**src/rtl/warp_issue_unit.sv**
```systemverilog
// Warp issue unit: fetches, decodes and broadcasts one instruction at a time to
// NUM_THREADS func_unit lanes, waiting for every active lane to complete before fetching again.
module warp_issue_unit #(
  parameter int NUM_THREADS = 4,
  parameter int PC_WIDTH    = 8
) (
  input  logic                   clk,
  input  logic                   rst,
  input  logic                   start,
  input  logic [PC_WIDTH-1:0]    base_pc,
  input  logic [NUM_THREADS-1:0] thread_mask,
  output logic                   imem_req,
  output logic [PC_WIDTH-1:0]    imem_addr,
  input  logic [31:0]            imem_rdata,
  output logic [2:0]             type_instruction,
  output logic [4:0]             regnum_1,
  output logic [4:0]             regnum_2,
  output logic [4:0]             dest_reg,
  output logic [5:0]             shammt,
  output logic [NUM_THREADS-1:0] is_active,
  output logic                   issue_valid,
  input  logic [NUM_THREADS-1:0] thread_complete,
  output logic                   busy,
  output logic                   done,
  output logic [PC_WIDTH-1:0]    pc,
  output logic [15:0]            instr_count,
  output logic [2:0]             dbg_state
);

  // issue_valid is a one-cycle strobe with no back-pressure; lanes acknowledge
  // by pulsing or holding thread_complete, and a lane counts once it has asserted it.
  typedef enum logic [2:0] {
    S_IDLE, S_FETCH, S_DECODE, S_ISSUE, S_WAIT, S_FINISH
  } state_t;

  localparam logic [2:0] OP_HALT = 3'b111;

  state_t                 state_q, state_d;
  logic [PC_WIDTH-1:0]    pc_q, pc_d;
  logic [15:0]            count_q, count_d;
  logic [NUM_THREADS-1:0] active_q, active_d;
  logic [NUM_THREADS-1:0] sticky_q, sticky_d;
  logic [2:0]             type_q, type_d;
  logic [4:0]             rs1_q, rs1_d, rs2_q, rs2_d, dst_q, dst_d;
  logic [5:0]             sh_q, sh_d;
  logic [NUM_THREADS-1:0] seen_done;
  logic                   rdata_unused;

  assign rdata_unused = ^imem_rdata[7:0];
  assign seen_done    = (sticky_q | thread_complete) & active_q;

  always_ff @(posedge clk) begin
    if (rst) begin
      state_q  <= S_IDLE;
      pc_q     <= '0;
      count_q  <= '0;
      active_q <= '0;
      sticky_q <= '0;
      type_q   <= OP_HALT;
      rs1_q    <= 5'h1F;
      rs2_q    <= 5'h1F;
      dst_q    <= 5'h1F;
      sh_q     <= '0;
    end else begin
      state_q  <= state_d;
      pc_q     <= pc_d;
      count_q  <= count_d;
      active_q <= active_d;
      sticky_q <= sticky_d;
      type_q   <= type_d;
      rs1_q    <= rs1_d;
      rs2_q    <= rs2_d;
      dst_q    <= dst_d;
      sh_q     <= sh_d;
    end
  end

  always_comb begin
    state_d  = state_q;
    pc_d     = pc_q;
    count_d  = count_q;
    active_d = active_q;
    sticky_d = sticky_q;
    type_d   = type_q;
    rs1_d    = rs1_q;
    rs2_d    = rs2_q;
    dst_d    = dst_q;
    sh_d     = sh_q;
    case (state_q)
      S_IDLE: begin
        if (start) begin
          pc_d     = base_pc;
          active_d = thread_mask;
          count_d  = '0;
          sticky_d = '0;
          state_d  = (thread_mask == '0) ? S_FINISH : S_FETCH;
        end
      end
      S_FETCH: state_d = S_DECODE;
      S_DECODE: begin
        type_d  = imem_rdata[31:29];
        dst_d   = imem_rdata[28:24];
        rs1_d   = imem_rdata[23:19];
        rs2_d   = imem_rdata[18:14];
        sh_d    = imem_rdata[13:8];
        state_d = (imem_rdata[31:29] == OP_HALT) ? S_FINISH : S_ISSUE;
      end
      S_ISSUE: begin
        sticky_d = sticky_q | (thread_complete & active_q);
        state_d  = S_WAIT;
      end
      S_WAIT: begin
        if (seen_done == active_q) begin
          pc_d     = pc_q + PC_WIDTH'(1);
          count_d  = (count_q == 16'hFFFF) ? count_q : count_q + 16'd1;
          sticky_d = '0;
          state_d  = S_FETCH;
        end else begin
          sticky_d = seen_done;
        end
      end
      S_FINISH: state_d = S_IDLE;
      default:  state_d = S_IDLE;
    endcase
  end

  // Reset masks every strobe and forces the idle decode pattern combinationally.
  always_comb begin
    imem_req         = 1'b0;
    issue_valid      = 1'b0;
    done             = 1'b0;
    busy             = 1'b0;
    type_instruction = OP_HALT;
    regnum_1         = 5'h1F;
    regnum_2         = 5'h1F;
    dest_reg         = 5'h1F;
    shammt           = '0;
    is_active        = '0;
    if (!rst) begin
      busy        = (state_q != S_IDLE);
      imem_req    = (state_q == S_FETCH);
      issue_valid = (state_q == S_ISSUE);
      done        = (state_q == S_FINISH);
      if (state_q != S_IDLE && state_q != S_FINISH) begin
        type_instruction = type_q;
        regnum_1         = rs1_q;
        regnum_2         = rs2_q;
        dest_reg         = dst_q;
        shammt           = sh_q;
        is_active        = active_q;
      end
    end
  end

  assign imem_addr   = pc_q;
  assign pc          = pc_q;
  assign instr_count = count_q;
  assign dbg_state   = state_q;

endmodule

```
**config.mk**
```make
export PLATFORM = sky130hd
export DESIGN_NAME = warp_issue_unit
export DESIGN_NICKNAME = d
export VERILOG_FILES = /design/src/rtl/warp_issue_unit.sv
export SDC_FILE = /design/constraint.sdc
export NUM_CORES = 1
export LEC_CHECK = 0
export ABC_AREA = 1
export BUFFER_PORTS_ARGS = -buffer_cell sky130_fd_sc_hd__buf_4
export CORE_MARGIN = 5
export CORE_UTILIZATION = 36
export CTS_BUF_LIST = sky130_fd_sc_hd__clkbuf_4 sky130_fd_sc_hd__clkbuf_8 sky130_fd_sc_hd__clkbuf_16
export DETAILED_ROUTE_END_ITERATION = 6
export PLACE_DENSITY_LB_ADDON = 0.15
export SLEW_MARGIN = 20
export SYNTH_ARGS = -nofsm -noshare
export SYNTH_HDL_FRONTEND = slang
export SYNTH_SLANG_ARGS = --single-unit
```
**constraint.sdc**
```tcl
create_clock -name clk -period 1.5 [get_ports clk]
set_input_delay 0.225 -clock clk [delete_from_list [all_inputs] [get_ports clk]]
set_output_delay 0.225 -clock clk [all_outputs]
set_load 0.02 [all_outputs]
```
==> Word-level counts from Yosys, hierarchy flattened <==
Cells that the tools add are included.
{ "totals": {"regBits": 59, "input_bits": 51, "output_inout_bits": 67, "word_cells": 70} }
{ "classes": {"add_sub_neg": 2, "eq_ne": 12, "n_mux": 31, "bitwise_logic": 4, "n_reduce_logical": 11} }
{ "op_table": {"columns": ["operator", "count"], "rows": [
  ["two-way mux 16 bit", 3],
  ["case mux 16 bit (2 select lines)", 1],
  ["two-way mux 5 bit", 6],
  ["two-way mux 3 bit", 6],
  ["adder 16 x 1 -> 16 bit, second input constant", 1],
  ["== test 16 bit, second input constant", 1],
  ["two-way mux 4 bit", 4],
  ["two-way mux 8 bit", 2],
  ["case mux 8 bit (2 select lines)", 1],
  ["case mux 3 bit (5 select lines)", 1],
  ["two-way mux 6 bit", 2],
  ["case mux 4 bit (3 select lines)", 1],
  ["== test 3 bit, second input constant", 3],
  ["adder 8 x 1 -> 8 bit, second input constant", 1],
  ["AND 4 bit", 2],
  ["bitwise OR 4 bit", 2],
  ["== test 3 x 2 -> 1 bit, second input constant", 2],
  ["inequality test 2 bit, second input constant", 3],
  ["AND reduction 2 bit", 3],
  ["nonzero test 3 bit", 2],
  ["== test 4 bit", 1],
  ["logical NOT 4 bit", 1],
  ["two-way mux 1 bit", 4],
  ["AND reduction 4 bit", 1],
  ["other kinds (6)", 6]
]} }

==> Depth between registers and ports, before layout <==
Gate-level depths: netlist of run 1.
{ "depth": {"word_depth": 5, "mapped_depth": 11} }

==> Worst setup path before layout of run 1 <==
Ideal clock, no wire load.
{ "synth_path": {"kind": "register to output", "startpoint": "reg state_q[1] (netlist: dbg_state[1])", "endpoint": "out regnum_1[0]", "arrival_time_ns": 1.799, "setup_slack_ns": -0.524, "path_stages_with_launch": 8, "n_path_buf": 1, "cell_sequence": "dfxtp_1 inv_1 nand2_4 nor2_1 nor2_1 nand2_1 clkbuf_1 or2_2"} }
{ "synth_between": {"elab_chain_cells": 4, "word_cells_on_any_way": 5} }
{ "synth_rtl": {"columns": ["element", "line", "rtl"], "rows": [
  ["from (decl)", "38", "state_t state_q, state_d;"],
  ["from (signal assigned)", "65", "state_q <= state_d;"],
  ["inequality test 3 bit or nonzero test 3 bit (tied branches)", "144", "if (state_q != S_IDLE && state_q != S_FINISH) begin"],
  ["logical AND 1 bit *", "144", null],
  ["two-way mux 5 bit *", "144", null],
  ["two-way mux 5 bit *", "139", "if (!rst) begin"],
  ["to (decl)", "16", "output logic [4:0] regnum_1,"]
]} }
Mark *: on every way between the ends. The rest lies on a longest branch, timed or not.

==> Final worst setup path of run 1 <==
{ "layout_path": {"startpoint": "reg state_q[1] (netlist: dbg_state[1])", "endpoint": "out regnum_2[4]"} }
{ "layout_between": {"elab_chain_cells": 4, "word_cells_on_any_way": 5} }
{ "layout_rtl": {"columns": ["element", "line", "rtl"], "rows": [
  ["inequality test 3 bit or nonzero test 3 bit (tied branches)", "144", null],
  ["logical AND 1 bit *", "144", null],
  ["two-way mux 5 bit *", "144", null],
  ["two-way mux 5 bit *", "139", null],
  ["to (decl)", "17", "output logic [4:0] regnum_2,"]
]} }
Marks and branches as above.

==> reports/metrics.csv, run 1 <==
stage;metric;value;unit
power;P_leak;2.435;nW
worst_setup_path;crit path capture type;output port;
synthesis;sequential fraction of the synthesis area;36.59;%
drt;Vias/cell;4.905;
job;max_cap viols;0;
timing;unrepaired setup endpoints after global routing;true;
worst_setup_path;WS Path Type;register to output port;
clock_network;# H-tree levels;3;
timing;Clock Skew;0.01567;ns
worst_setup_path;Arr. time, crit path;1.56;ns
clock_network;Clock Tree Root;clkbuf_8;
timing;worst slew pin tran;0.3545;ns
worst_setup_path;CP max FO;5;
global_routing;pin count of the biggest net entering global routing;31;
worst_setup_path;startpoint types;register;
clock_network;clock tree buffer depth;2;
timing;Fmax achieved;560.5;MHz
timing;worst hold slack;0.09666;ns
synthesis;count of cell types in the netlist;29;
worst_hold_path;hold path depth;3;
die;io pins;118;
drt;DRC viols;0;
placement;Final HPWL DP;7.337;mm
worst_setup_path;CP max stage delay;0.36;ns
global_routing;number of global-route vias before repair;3898;
die;core area;8721;um^2
synthesis;EDFF count, synth;0;
worst_setup_path;Buf/Inv on CP;3;
global_routing;gr ovfl total;0;
placement;number of port buffers;109;
synthesis;most frequent cell after synthesis;nand2_1;
drt;Routed WL;10.94;mm
timing;Max Slew Vio Count;0;
worst_setup_path;Critical Path, Cell by Cell;inv_4 > nand2_4 > nor2_4 > nor2_4 > buf_12 > nand2_8 > or2_4 > buf_6;
worst_setup_path;Largest delay share family, worst path;simple AND/OR/NAND/NOR gates;
synthesis;Synth top area share;36.59;%
placement;Setup Slack @ Placement;-0.1234;ns
die;die area;10960;um^2
drt;Pre-Repair DR Iteration Count;4;
worst_setup_path;worst reg-to-reg path cell count;13;
clock_network;CTS Buf Count;9;
synthesis;Yosys reg bits;59;
layout;P&R area growth vs syn;72.67;%
timing;crit path time final;1.784;ns
power;power per cell area;913.1;nW/um^2
synthesis;asr flop ratio synth;0;%
status;status;finished with violations;
timing;Rel. slew slack;76.15;%
layout;post-layout util;63.92;%
synthesis;synthesized area;3228;um^2
die;Core Rows;34;
power;Worst VDD drop;0.5117;mV
worst_setup_path;slowest cell on the critical path;dfxtp_4;
worst_setup_path;CP most frequent cell;nor2_4;
synthesis;Area contributors post-synth;dfxtp_1 37%, nand2_1 17%, nand3_1 8.4%, a21oi_1 6.4%, nor2_1 5.9%;
synthesis;top cells by count, synth;146 x nand2_1, 59 x dfxtp_1, 54 x nand3_1;
die;Die Span X;104.7;um
global_routing;gr usage total;19.04;%
worst_setup_path;cell count along the critical path;8;
clock_network;CTS clk-pin slew, worst paths;0.07;ns
worst_hold_path;Hold Path Class;input pin to register;
global_routing;initial antenna violation count;0;
timing;share of the clock period used by the worst path;119.0;%
synthesis;predominant post-synthesis flop cell;dfxtp_1;
synthesis;Gate Count Post-Synth;505;
clock_network;Clk Latency, worst-skew pair;0.34;ns
status;failing checks;negative setup slack;
placement;gpl congestion;0.8459;
drt;ANT nets after route;0;
drt;via count;3860;
synthesis;syn_nets;558;
clock_network;clock sink count;59;
worst_setup_path;worst path required time;1.27;ns
layout;Final nets;727;
timing;# setup viols final;56;
synthesis;cell taking the most area after synthesis;dfxtp_1;
die;die outline height;104.7;um
synthesis;synth warn;0;
timing;setup TNS;-9.588;ns
layout;layout cell share with drive strength beyond 1;47.28;%
drt;wire per inst;13.89;um
die;Initial Util;37.02;%
power;overall power;5.090;mW
global_routing;first-pass GRT wire length;17.62;mm
layout;diode count;0;
timing;Final Hold Vio Count;0;
timing;PnR worst setup slack;-0.2843;ns
clock_network;CTS tree;done;
synthesis;Mean Syn Cell Area;6.392;um^2
drt;Initial DRC Count;114;
cell type report:
class / count / area [um^2]
multi-input combinational: 372 / 2255
clock buffer: 11 / 145.1
sequential: 59 / 1202
inverter: 51 / 209.0
fill: 754 / 3147
clock inverter: 5 / 51.30
timing repair buffer: 181 / 1577
tap: 108 / 135.1
power by group:
group          internal [mW]  leakage, nW  switching, mW
Combinational          0.790         1.84           1.00
Sequential              1.72        0.487          0.107
Clock                  0.824        0.107          0.649
Total                   3.33         2.44           1.76
tightest hold or removal path, delay by kind of cell:
family | cells | cell delay (ns)
AND/OR/NAND/NOR | 2 | 0.10
buffers and inverters | 1 | 0.08
what timing repair did:
item	in CTS	in global routing
buffers inserted	6	7
pin swaps	11	31
gates cloned	4	2
gates resized for setup	87	68
endpoints found under the setup margin	45	69
hold buffers	0	0
state kept, by name, summed over array words and instances (netlist names), 4 cells and up:
| name | count |
|---|---|
| active_q | 4 |
| dst_q | 5 |
| imem_addr | 8 |
| instr_count | 16 |
| rs1_q | 5 |
| rs2_q | 5 |
| sh_q | 6 |
| sticky_q | 4 |
per-stage QoR:
stage	cell area (um^2)	instances
2_1_floorplan	3395	505
3_3_place_gp	4662	755
3_5_place_dp	4662	755
4_1_cts	5263	781
5_1_grt	5574	787
6_report	5574	787
worst paths after layout:
kind	endpoint	slack, ns	startpoint
min	rs1_q[3]	0.1	imem_rdata[22]
min reg2reg	rs1_q[3]	0.46	rs1_q[3]
max	regnum_2[4]	-0.28	dbg_state[1]
max reg2reg	imem_addr[0]	-0.11	dbg_state[1]
per-layer routing:
metal / global-route usage [%] / wire length (um) / up-vias
li1: - / - / 1950
met1: 21.68 / 4414 / 1805
met2: 33.67 / 5659 / 90
met3: 5.857 / 690 / 15
met4: 6.575 / 170 / 0
met5: 0 / 0 / -
layout by cell type (no fill, tap or decap), types with 3 or more instances in the layout:
cell type | Yosys | layout
nand4_1 | 5 | 5
clkinv_2 | 0 | 3
nand3_2 | 1 | 10
clkbuf_8 | 0 | 10
or2_2 | 21 | 3
nand2_2 | 2 | 7
inv_4 | 0 | 6
o221ai_2 | 0 | 4
a21oi_2 | 0 | 17
dfxtp_4 | 0 | 5
nand2_1 | 146 | 137
nand3_4 | 0 | 3
o21ai_0 | 17 | 11
nand2_4 | 1 | 6
nand3_1 | 54 | 42
inv_1 | 47 | 42
dfxtp_1 | 59 | 52
o21ai_1 | 3 | 6
a21oi_1 | 41 | 23
buf_4 | 8 | 131
nand2_8 | 0 | 3
inv_2 | 4 | 3
buf_6 | 1 | 46
nor2_4 | 2 | 21
nor2_2 | 5 | 8
nor2_1 | 51 | 30
buf_12 | 0 | 3
or2_4 | 0 | 18
cell families after synthesis:
logic type	count (synthesis)	share of synthesized area, %
flops	59	36.59
compound gates	68	11.24
buf+inv	79	10.54
simple gates	294	40.04
fa+ha+maj	2	0.7751
xor+xnor	3	0.8141
Power figures use the tool's default switching activity.
==> inputs of run 2 (changes only) <==
--- a/config.mk
+++ b/config.mk
@@ -6,9 +6,11 @@
 export NUM_CORES = 1
 export LEC_CHECK = 0
 export ABC_AREA = 1
-export BUFFER_PORTS_ARGS = -buffer_cell sky130_fd_sc_hd__buf_4
+export BUFFER_PORTS_ARGS = -buffer_cell sky130_fd_sc_hd__buf_2
+export CELL_PAD_IN_SITES_DETAIL_PLACEMENT = 1
+export CELL_PAD_IN_SITES_GLOBAL_PLACEMENT = 2
 export CORE_MARGIN = 5
-export CORE_UTILIZATION = 36
+export CORE_UTILIZATION = 23
 export CTS_BUF_LIST = sky130_fd_sc_hd__clkbuf_4 sky130_fd_sc_hd__clkbuf_8 sky130_fd_sc_hd__clkbuf_16
 export DETAILED_ROUTE_END_ITERATION = 6
 export PLACE_DENSITY_LB_ADDON = 0.15
==> constraint.sdc (replaced) <==
create_clock -name clk -period 1.5 [get_ports clk]
set_input_delay 0.15 -clock clk [delete_from_list [all_inputs] [get_ports clk]]
set_output_delay 0.15 -clock clk [all_outputs]
set_load 0.02 [all_outputs]
==> run 2 against run 1 <==
Net effect: the flow still finishes with violations (negative setup slack); global-route usage shrank 4.1 points; register-to-register slack got worse by 0.15 ns; count of clock-buffer cells in the layout is 2 higher; hold slack worse by 0.071 ns; core utilization shrank 22 points; critical endpoint is now regnum_2[0]; largest power group is now the clock network.
==> reports/metrics.csv, run 2 (synthesis results as in run 1) <==
stage;metric;value;unit;change
status;status;finished with violations;;
status;failing checks;negative setup slack;;
timing;Fmax achieved;564.6;MHz;+0.74%
drt;via count;3870;;+0.26%
timing;worst hold slack;0.02583;ns;-0.07084 ns
worst_hold_path;Hold Path Class;input pin to register;;
die;core area;13830;um^2;+59%
worst_setup_path;crit path capture type;output port;;
power;Worst VDD drop;0.6205;mV;+21%
timing;Clock Skew;0.005351;ns;-0.01032 ns
clock_network;# H-tree levels;3;;unchanged
die;Core Rows;43;;+26%
placement;placed insts;828;;+9.7%
timing;# setup viols final;58;;+3.6%
die;die outline height;128.5;um;+23%
layout;fin cells;867;;+10%
layout;P&R area growth vs syn;80.23;%;
timing;unrepaired setup endpoints after global routing;true;;
timing;Final Hold Vio Count;0;;unchanged
timing;PnR worst setup slack;-0.2712;ns;+0.01302 ns
clock_network;CTS Buf Count;9;;unchanged
drt;ANT nets after route;0;;unchanged
worst_setup_path;CP max FO;10;;+5
power;overall power;5.749;mW;+13%
placement;number of port buffers;109;;unchanged
drt;Initial DRC Count;135;;+18%
timing;crit path time final;1.771;ns;-0.01302 ns
worst_setup_path;startpoint types;register;;
worst_setup_path;worst path required time;1.35;ns;+0.08 ns
worst_setup_path;Largest delay share family, worst path;simple AND/OR/NAND/NOR gates;;
die;Initial Util;23.35;%;-14 points
layout;commonest non-fill, non-tap cell in the layout;nand2_1;;
clock_network;CTS clk-pin slew, worst paths;0.05;ns;-0.02 ns
layout;post-layout util;42.08;%;-22 points
timing;worst slew pin tran;0.3994;ns;+0.04496 ns
layout;layout cell share with drive strength beyond 1;51.24;%;+4.0 points
timing;Max Slew Vio Count;0;;unchanged
power;power per cell area;988.2;nW/um^2;+8.2%
timing;Rel. slew slack;73.13;%;-3.0 points
layout;fin area;5818;um^2;+4.4%
die;Die Span X;128.5;um;+23%
global_routing;number of global-route vias before repair;3880;;-0.46%
placement;Setup Slack @ Placement;-0.09389;ns;+0.02951 ns
placement;placed cell area;4567;um^2;-2.0%
layout;Final nets;736;;+1.2%
layout;diode count;0;;unchanged
clock_network;Clk Latency, worst-skew pair;0.34;ns;about the same
job;max_cap viols;0;;unchanged
layout;max FFs per register;16;;unchanged
clock_network;CTS tree;done;;
worst_setup_path;Arr. time, crit path;1.62;ns;+0.06 ns
worst_setup_path;CP max stage delay;0.36;ns;about the same
global_routing;pin count of the biggest net entering global routing;36;;+16%
timing;share of the clock period used by the worst path;118.1;%;-0.87 points
timing;setup TNS;-11.44;ns;-1.854 ns
global_routing;first-pass GRT wire length;19.31;mm;+9.6%
global_routing;gr usage total;14.90;%;-4.1 points
drt;DRC viols;0;;unchanged
worst_setup_path;WS Path Type;register to output port;;
clock_network;clock sink count;59;;unchanged
worst_setup_path;Buf/Inv on CP;3;;unchanged
clock_network;Clock Tree Root;clkbuf_16;;
drt;Pre-Repair DR Iteration Count;4;;unchanged
global_routing;initial antenna violation count;1;;+1
clock_network;CTS Hold Bufs;0;;unchanged
drt;wire per inst;14.91;um;+7.3%
layout;commonest non-fill, non-tap cells in the layout;107 x nand2_1, 82 x buf_2, 53 x buf_4, 52 x dfxtp_1, 51 x nand3_1;;
global_routing;gr ovfl total;0;;unchanged
power;P_leak;2.594;nW;+6.5%
drt;Routed WL;12.93;mm;+18%
worst_setup_path;slowest cell on the critical path;dfxtp_4;;
die;io pins;118;;unchanged
die;die area;16500;um^2;+51%
clock_network;clock tree buffer depth;2;;unchanged
placement;gpl congestion;0.7329;;-13%
drt;Vias/cell;4.464;;-9.0%
worst_setup_path;Critical Path, Cell by Cell;inv_4 > nand2_4 > nor2_4 > nor2_4 > nand2_4 > buf_16 > or2_4 > buf_2;;
placement;Final HPWL DP;8.833;mm;+20%
## run 2: cell types whose count changed in the layout (fill, tap and decap cells not counted), sizes merged
cell	previous run	this run
buf	181	193
nor2	59	58
clkinv	4	2
clkbuf	11	15
nand2	153	149
bufinv	1	0
## run 2: power by group
part           switching (mW)  internal (mW)  total, mW
sequential              0.116           1.72       1.84
combinational            1.05          0.861       1.91
clock                   0.715           1.28       2.00
total                    1.88           3.87       5.75
## run 2: per-layer routing
layer	wire, um	track usage [%]	share of wire [%]	vias to the layer above
met3	773	5.895	6.0	13
met1	5264	16.40	41	1819
met5	7	0	0.054	-
li1	-	-	-	1964
met4	168	4.182	1.3	2
met2	6715	26.54	52	72
## run 2: area by class of cell
cell class	instances	area, um^2
tap	180	225.2
multi-input combinational	367	2266
sequential	59	1202
inverter	51	203.9
clock buffer	13	279.0
fill	1716	8009
timing repair buffer	195	1632
clock inverter	2	10.01
## run 2: repair_timing
action | in CTS | in global routing
gates resized for setup | 83 | 128
setup buffers | 12 | 8
pin swaps | 7 | 30
gates cloned | 3 | 3
setup endpoints to repair | 52 | 62
## run 2: path summary, 6_finish.rpt
check	to	slack, ns	cells past startpoint	startpoint
worst max-delay path	regnum_2[0]	-0.27	8	dbg_state[1]
worst min-delay path	rs1_q[4]	0.03	3	imem_rdata[23]
worst max register to register	instr_count[11]	-0.26	13	dbg_state[1]
worst min register to register	rs2_q[0]	0.45	2	rs2_q[0]
## run 2: worst min-delay path, delay by kind of cell
kind                   cells  cell delay [ns]
buffers and inverters      1             0.08
AND/OR/NAND/NOR            2             0.10
